===== src/rtl/bidir_bus_pkg.sv =====
// Shared types and default parameters for the bidirectional pin-bus sequencer.
// The optional beat timeout is enabled with `define BIDIR_BUS_TIMEOUT_EN.
package bidir_bus_pkg;

  localparam int unsigned DEF_WIDTH   = 4;
  localparam int unsigned DEF_TURN    = 1;
  localparam int unsigned DEF_TIMEOUT = 15;

  typedef enum logic [2:0] {
    ST_TURN_BACK = 3'd0,
    ST_IDLE      = 3'd1,
    ST_WR_LO     = 3'd2,
    ST_WR_HI     = 3'd3,
    ST_TURN_RD   = 3'd4,
    ST_RD_LO     = 3'd5,
    ST_RD_HI     = 3'd6,
    ST_DONE      = 3'd7
  } state_e;

  // States in which a nibble beat is strobed to the slave.
  function automatic logic is_beat(input state_e s);
    return (s == ST_WR_LO) || (s == ST_WR_HI) || (s == ST_RD_LO) || (s == ST_RD_HI);
  endfunction

  // States in which the master owns the pins.
  function automatic logic master_drives(input state_e s);
    return (s == ST_IDLE) || (s == ST_WR_LO) || (s == ST_WR_HI) || (s == ST_DONE);
  endfunction

endpackage


===== src/rtl/bus_turn_timer.sv =====
// Loadable down-counter with a zero flag; times turnaround gaps and beat stalls.
// Ports:
//   clk, rst    - clock, synchronous active-high reset (reloads RST_VAL)
//   load        - load load_val this cycle (priority over counting)
//   load_val    - value to load
//   done        - counter has reached zero
module bus_turn_timer #(
  parameter int unsigned          CNT_W   = 4,
  parameter logic [CNT_W-1:0]     RST_VAL = '0
) (
  input  logic             clk,
  input  logic             rst,
  input  logic             load,
  input  logic [CNT_W-1:0] load_val,
  output logic             done
);

  logic [CNT_W-1:0] cnt_q, cnt_d;

  // Saturating decrement; a load restarts the interval.
  always_comb begin
    cnt_d = cnt_q;
    if (load) begin
      cnt_d = load_val;
    end else if (cnt_q != '0) begin
      cnt_d = cnt_q - CNT_W'(1);
    end
  end

  always_ff @(posedge clk) begin
    if (rst) cnt_q <= RST_VAL;
    else     cnt_q <= cnt_d;
  end

  assign done = (cnt_q == '0);

endmodule


===== src/rtl/bidir_bus_ctrl.sv =====
// Master-side sequencer for a half-duplex nibble-wide tristate bus. Each byte
// command moves as two nibble beats; turnaround gaps with the pins released
// guarantee master and slave never drive together.
// Optional feature: `define BIDIR_BUS_TIMEOUT_EN aborts beats lacking bus_ack.
// Ports:
//   clk, rst                       - clock, synchronous active-high reset
//   cmd_valid/cmd_ready            - command handshake
//   cmd_write, cmd_wdata           - direction and write byte
//   rsp_valid, rsp_rdata, rsp_err  - one-cycle completion with read byte / timeout flag
//   bus_stb, bus_rw, bus_ack       - beat strobe, direction, slave acknowledge
//   io_out, io_oe, io_in           - pad drive value, pad enable, pad readback
module bidir_bus_ctrl
  import bidir_bus_pkg::*;
#(
  parameter int unsigned WIDTH   = DEF_WIDTH,
  parameter int unsigned TURN    = DEF_TURN,
  parameter int unsigned TIMEOUT = DEF_TIMEOUT
) (
  input  logic               clk,
  input  logic               rst,
  input  logic               cmd_valid,
  output logic               cmd_ready,
  input  logic               cmd_write,
  input  logic [2*WIDTH-1:0] cmd_wdata,
  output logic               rsp_valid,
  output logic [2*WIDTH-1:0] rsp_rdata,
  output logic               rsp_err,
  output logic               bus_stb,
  output logic               bus_rw,
  input  logic               bus_ack,
  output logic [WIDTH-1:0]   io_out,
  output logic               io_oe,
  input  logic [WIDTH-1:0]   io_in
);

  localparam int unsigned DW      = 2 * WIDTH;
  localparam int unsigned CNT_MAX = (TIMEOUT > TURN) ? TIMEOUT : TURN;
  localparam int unsigned CNT_W   = (CNT_MAX < 2) ? 1 : $clog2(CNT_MAX);
  localparam logic [CNT_W-1:0] TURN_LD = CNT_W'(TURN - 1);
`ifdef BIDIR_BUS_TIMEOUT_EN
  localparam logic [CNT_W-1:0] TIMEOUT_LD = CNT_W'(TIMEOUT - 1);
`endif

  state_e state_q, state_d;
  logic   rd_back_q, rd_back_d;   // TURN_BACK exits to DONE rather than IDLE
  logic   err_q, err_d;
  logic [DW-1:0] wdata_q, wdata_d;
  logic [DW-1:0] rdata_q, rdata_d;
  logic   abort;

  logic             tmr_load;
  logic [CNT_W-1:0] tmr_val;
  logic             tmr_done;

  logic               cmd_ready_d, rsp_valid_d, rsp_err_d, bus_stb_d, bus_rw_d, io_oe_d;
  logic [DW-1:0]      rsp_rdata_d;
  logic [WIDTH-1:0]   io_out_d;
  logic               cmd_ready_q, rsp_valid_q, rsp_err_q, bus_stb_q, bus_rw_q, io_oe_q;
  logic [DW-1:0]      rsp_rdata_q;
  logic [WIDTH-1:0]   io_out_q;

  // Reset value TURN-1 so the post-reset TURN_BACK lasts exactly TURN cycles.
  bus_turn_timer #(
    .CNT_W   (CNT_W),
    .RST_VAL (TURN_LD)
  ) u_timer (
    .clk      (clk),
    .rst      (rst),
    .load     (tmr_load),
    .load_val (tmr_val),
    .done     (tmr_done)
  );

  // Next-state and command bookkeeping.
  always_comb begin
    state_d   = state_q;
    rd_back_d = rd_back_q;
    err_d     = err_q;
    wdata_d   = wdata_q;
    rdata_d   = rdata_q;
    abort     = 1'b0;
`ifdef BIDIR_BUS_TIMEOUT_EN
    abort     = !bus_ack && tmr_done;
`endif
    case (state_q)
      ST_TURN_BACK: if (tmr_done) state_d = rd_back_q ? ST_DONE : ST_IDLE;
      ST_IDLE: begin
        if (cmd_valid) begin
          wdata_d   = cmd_wdata;
          rdata_d   = '0;
          err_d     = 1'b0;
          rd_back_d = 1'b0;
          state_d   = cmd_write ? ST_WR_LO : ST_TURN_RD;
        end
      end
      ST_WR_LO: begin
        if (bus_ack)    state_d = ST_WR_HI;
        else if (abort) begin err_d = 1'b1; state_d = ST_DONE; end
      end
      ST_WR_HI: begin
        if (bus_ack)    state_d = ST_DONE;
        else if (abort) begin err_d = 1'b1; state_d = ST_DONE; end
      end
      ST_TURN_RD: if (tmr_done) state_d = ST_RD_LO;
      ST_RD_LO: begin
        if (bus_ack) begin
          rdata_d[WIDTH-1:0] = io_in;
          state_d            = ST_RD_HI;
        end else if (abort) begin
          err_d = 1'b1; rd_back_d = 1'b1; state_d = ST_TURN_BACK;
        end
      end
      ST_RD_HI: begin
        if (bus_ack) begin
          rdata_d[DW-1:WIDTH] = io_in;
          rd_back_d           = 1'b1;
          state_d             = ST_TURN_BACK;
        end else if (abort) begin
          err_d = 1'b1; rd_back_d = 1'b1; state_d = ST_TURN_BACK;
        end
      end
      ST_DONE: state_d = ST_IDLE;
      default: state_d = ST_TURN_BACK;
    endcase
  end

  // Timer restarts on every state change: turnaround length or beat stall budget.
  always_comb begin
    tmr_load = (state_d != state_q);
    tmr_val  = TURN_LD;
`ifdef BIDIR_BUS_TIMEOUT_EN
    if (is_beat(state_d)) tmr_val = TIMEOUT_LD;
`endif
  end

  // Outputs decoded from the upcoming state so they register alongside it.
  always_comb begin
    cmd_ready_d = (state_d == ST_IDLE);
    rsp_valid_d = (state_d == ST_DONE);
    rsp_err_d   = (state_d == ST_DONE) && err_d;
    rsp_rdata_d = ((state_d == ST_DONE) && !err_d) ? rdata_d : '0;
    bus_stb_d   = is_beat(state_d);
    bus_rw_d    = master_drives(state_d);
    io_oe_d     = master_drives(state_d);
    io_out_d    = '0;
    if (state_d == ST_WR_LO) io_out_d = wdata_d[WIDTH-1:0];
    if (state_d == ST_WR_HI) io_out_d = wdata_d[DW-1:WIDTH];
  end

  always_ff @(posedge clk) begin
    if (rst) begin
      state_q     <= ST_TURN_BACK;
      rd_back_q   <= 1'b0;
      err_q       <= 1'b0;
      wdata_q     <= '0;
      rdata_q     <= '0;
      cmd_ready_q <= 1'b0;
      rsp_valid_q <= 1'b0;
      rsp_err_q   <= 1'b0;
      rsp_rdata_q <= '0;
      bus_stb_q   <= 1'b0;
      bus_rw_q    <= 1'b0;
      io_oe_q     <= 1'b0;
      io_out_q    <= '0;
    end else begin
      state_q     <= state_d;
      rd_back_q   <= rd_back_d;
      err_q       <= err_d;
      wdata_q     <= wdata_d;
      rdata_q     <= rdata_d;
      cmd_ready_q <= cmd_ready_d;
      rsp_valid_q <= rsp_valid_d;
      rsp_err_q   <= rsp_err_d;
      rsp_rdata_q <= rsp_rdata_d;
      bus_stb_q   <= bus_stb_d;
      bus_rw_q    <= bus_rw_d;
      io_oe_q     <= io_oe_d;
      io_out_q    <= io_out_d;
    end
  end

  assign cmd_ready = cmd_ready_q;
  assign rsp_valid = rsp_valid_q;
  assign rsp_rdata = rsp_rdata_q;
`ifdef BIDIR_BUS_TIMEOUT_EN
  assign rsp_err   = rsp_err_q;
`else
  assign rsp_err   = 1'b0;
`endif
  assign bus_stb   = bus_stb_q;
  assign bus_rw    = bus_rw_q;
  assign io_oe     = io_oe_q;
  assign io_out    = io_out_q;

endmodule


===== config.mk =====
export PLATFORM = sky130hd
export DESIGN_NAME = bidir_bus_ctrl
export DESIGN_NICKNAME = d
export VERILOG_FILES = /design/src/rtl/bidir_bus_pkg.sv /design/src/rtl/bus_turn_timer.sv /design/src/rtl/bidir_bus_ctrl.sv
export SDC_FILE = /design/constraint.sdc
export NUM_CORES = 1
export LEC_CHECK = 0
export CORE_MARGIN = 4
export CORE_UTILIZATION = 50
export CTS_CLUSTER_DIAMETER = 120
export CTS_CLUSTER_SIZE = 10
export DETAILED_ROUTE_END_ITERATION = 8
export GPL_ROUTABILITY_DRIVEN = 0
export PLACE_DENSITY_LB_ADDON = 0.15
export SYNTH_ARGS = -nofsm -noshare
export SYNTH_HDL_FRONTEND = slang
export SYNTH_SLANG_ARGS = --single-unit

===== constraint.sdc =====
create_clock -name clk -period 2.3 [get_ports clk]
set_clock_uncertainty 0.1 [all_clocks]
set_input_delay 0.23 -clock clk [delete_from_list [all_inputs] [get_ports clk]]
set_output_delay 0.23 -clock clk [all_outputs]
set_load 0.02 [all_outputs]

==> results.ini <==
[outcome]
status=finished clean

[detailed_routing]
maxUsedRoutingLayer=met4
routed_wl_um=3690
drc_errors=0
vias_per_cell=5.14
antenna_left=0
drt-met1-wl_um=1650
wl_per_cell_um=14.0
routed-wl-met2_um=1840
vias=1351
wl_met3_um=140
drtPass1Iterations=4
drtIter0Drc=80

[timing]
min_period_ps=2120
period_share_pct=92.3
fin_tns_setup_ps=0
maxSlewHeadroom_pct=62.7
rsz0062_at_grt=false
final-setup-viol-count=0
setup_ws_ps=178
finalMaxSlewViolations=0
worst_slew_pin_slew_ps=559
finalHoldViolCount=0
fmax_mhz=471

[synth]
async_reset_ff_share_pct=0
synth_top_flop_cell=dfxtp_1
yosys_warnings=0
ys_ff_latch=41
avgSynthCellArea_um2=9.62
yosysTopAreaCellShare_pct=46.9
synth_cell_types=42
synthTopCellsByArea=dfxtp_1 (47%), nor2b_4 (6.3%), nand2_1 (5.1%)
yosysSeqAreaShare_pct=46.9
synth_fp_nets=201
syn-instance-count=182
netlist_area_um2=1750
yosysTopAreaCell=dfxtp_1
synth_edf_count=0

[clock_tree]
cts_resized=0
path_clk_slew_ps=110
ctsLongestPathBuffers=2
h-tree-depth=2
cts_setup_buffers=0
insertion_delay_ps=350
cts_hold_buffers=0
numCtsBuffers=5
cts_root_buffer=clkbuf_4
cts_tree=yes
clock-sinks=41

[grt]
grt_first_pass_wirelength_um=6290
grt-ovfl-total=0
grt_max_degree=23
antenna_found_initial=0
grt_pass1_vias=1433
grt_use_total_pct=18.5

[floorplan]
core_area_um2=3360
die_w_um=67.2
rows=21
chipHeight_um=67.2
die-area_um2=4510
start_util_pct=52.1
io_pins=35

[placed_design]
pre_cts_slack_ps=51.9
numPortBuffers=33
hpwl_um=2670

[cells_and_area]
nNetsFinal=235
final_common_cell=dfxtp_1
antenna_cells=0
final_cell_mix=dfxtp_1 (41), clkdlybuf4s50_1 (33), nor2_1 (24), nand2_1 (24), a21oi_1 (13)
syn2layout_area_growth_pct=25.5
drive_gt1_share_pct=15.7

[setup_path]
crit_fanout=16
cp.arrival_ps=2320
cp-start-kind=register
crit_type=register to register
cp.required_ps=2490
worst_setup_path_end_kind=register

[power]
seq_power_share_pct=45.4
p_int_mw=1.27
p_per_area_nw_per_um2=840
p_comb_share_pct=28.0
ir_drop_mv=0.536
switchingPower_uw=576
p_leak_nw=0.800
clock_power_share_pct=26.5
switching_share_pct=31.2

[flow_run]
cap_violations=0

[min_path]
hp-class=input port to register

[final timing paths]
path	cells past startpoint	endpoint	from	slack, ps
setup reg to reg	5	rsp_rdata[2]	state_q[0]	180
hold / removal	3	wdata_q[4]	cmd_wdata[4]	340
setup / recovery	5	rsp_rdata[2]	state_q[0]	180
hold reg to reg	2	wdata_q[4]	wdata_q[4]	380
[cells in the mapped netlist, drive strengths merged (3+ instances only)]
master / number
a21oi: 14
a22oi: 8
a31oi: 3
buf: 10
dfxtp: 41
inv: 5
mux2i: 6
nand2: 24
nor2: 24
nor2b: 9
nor3: 4
nor3b: 3
o21ai: 7
[metal layers]
layer / vias to the layer above / global-route usage [%]
met5: - / 0
met4: 0 / 6.84
met3: 9 / 5.99
met2: 24 / 31.3
met1: 630 / 21.9
li1: 688 / -
[cells by family (layout without fill, tap and decap cells)]
| group | count (synthesis) | in the layout | share of synthesized area, % |
|---|---|---|---|
| buf+inv | 17 | 52 | 5.36 |
| flops | 41 | 41 | 46.9 |
| other cells | 1 | 1 | 0.214 |
| mux | 7 | 7 | 4.07 |
| xor+xnor | 2 | 2 | 1.00 |
| fa+ha+maj | 2 | 2 | 1.43 |
| simple gates | 74 | 74 | 25.8 |
| compound gates | 38 | 38 | 15.3 |
[registers in the layout (all words and copies together) (netlist names)]
signal,count
rd_back_q,1
u_timer.cnt_q,4
io_out,4
state_q,3
bus_stb,1
cmd_ready,1
err_q,1
rsp_valid,1
wdata_q,8
rsp_rdata,8
rdata_q,8
io_oe,1
[cell type report]
type | count | area, um2
Fill cell | 313 | 1160
Inverter | 5 | 18.8
Sequential cell | 41 | 821
Tap cell | 46 | 57.6
Clock buffer | 6 | 51.3
Multi-Input combinational cell | 124 | 837
Timing Repair Buffer | 39 | 375
Clock inverter | 2 | 37.5
[power groups by stage]
stage | clock network, mW | logic, mW | registers, mW
after detailed placement | 0 | 0.513 | 0.854
after global routing | 0.537 | 0.567 | 0.848
after global placement | 0 | 0.504 | 0.847
final | 0.490 | 0.517 | 0.839
after CTS | 0.498 | 0.521 | 0.838
after floorplan | 0 | 0.383 | 0.838
[per-stage QoR]
| step | hold WS, ps | power (mW) | instances | area (um2) | util (%) |
|---|---|---|---|---|---|
| floorplan | 202 | 1.22 | 182 | 1750 | - |
| global placement | 346 | 1.35 | 255 | 2110 | 62.7 |
| detailed placement | 359 | 1.37 | 255 | 2110 | 62.7 |
| CTS | 338 | 1.86 | 263 | 2200 | 65.4 |
| global route | 329 | 1.95 | 263 | 2200 | 65.4 |
| finish | 342 | 1.85 | 263 | 2200 | 65.4 |
[worst max-delay path: stages, from the launching register on]
cell and delay, ps:
dfxtp_1 690, and4b_4 390, a311oi_4 70, a21oi_4 200
and4b_1 420, nor2b_4 200
Power figures use the tool's default switching activity.
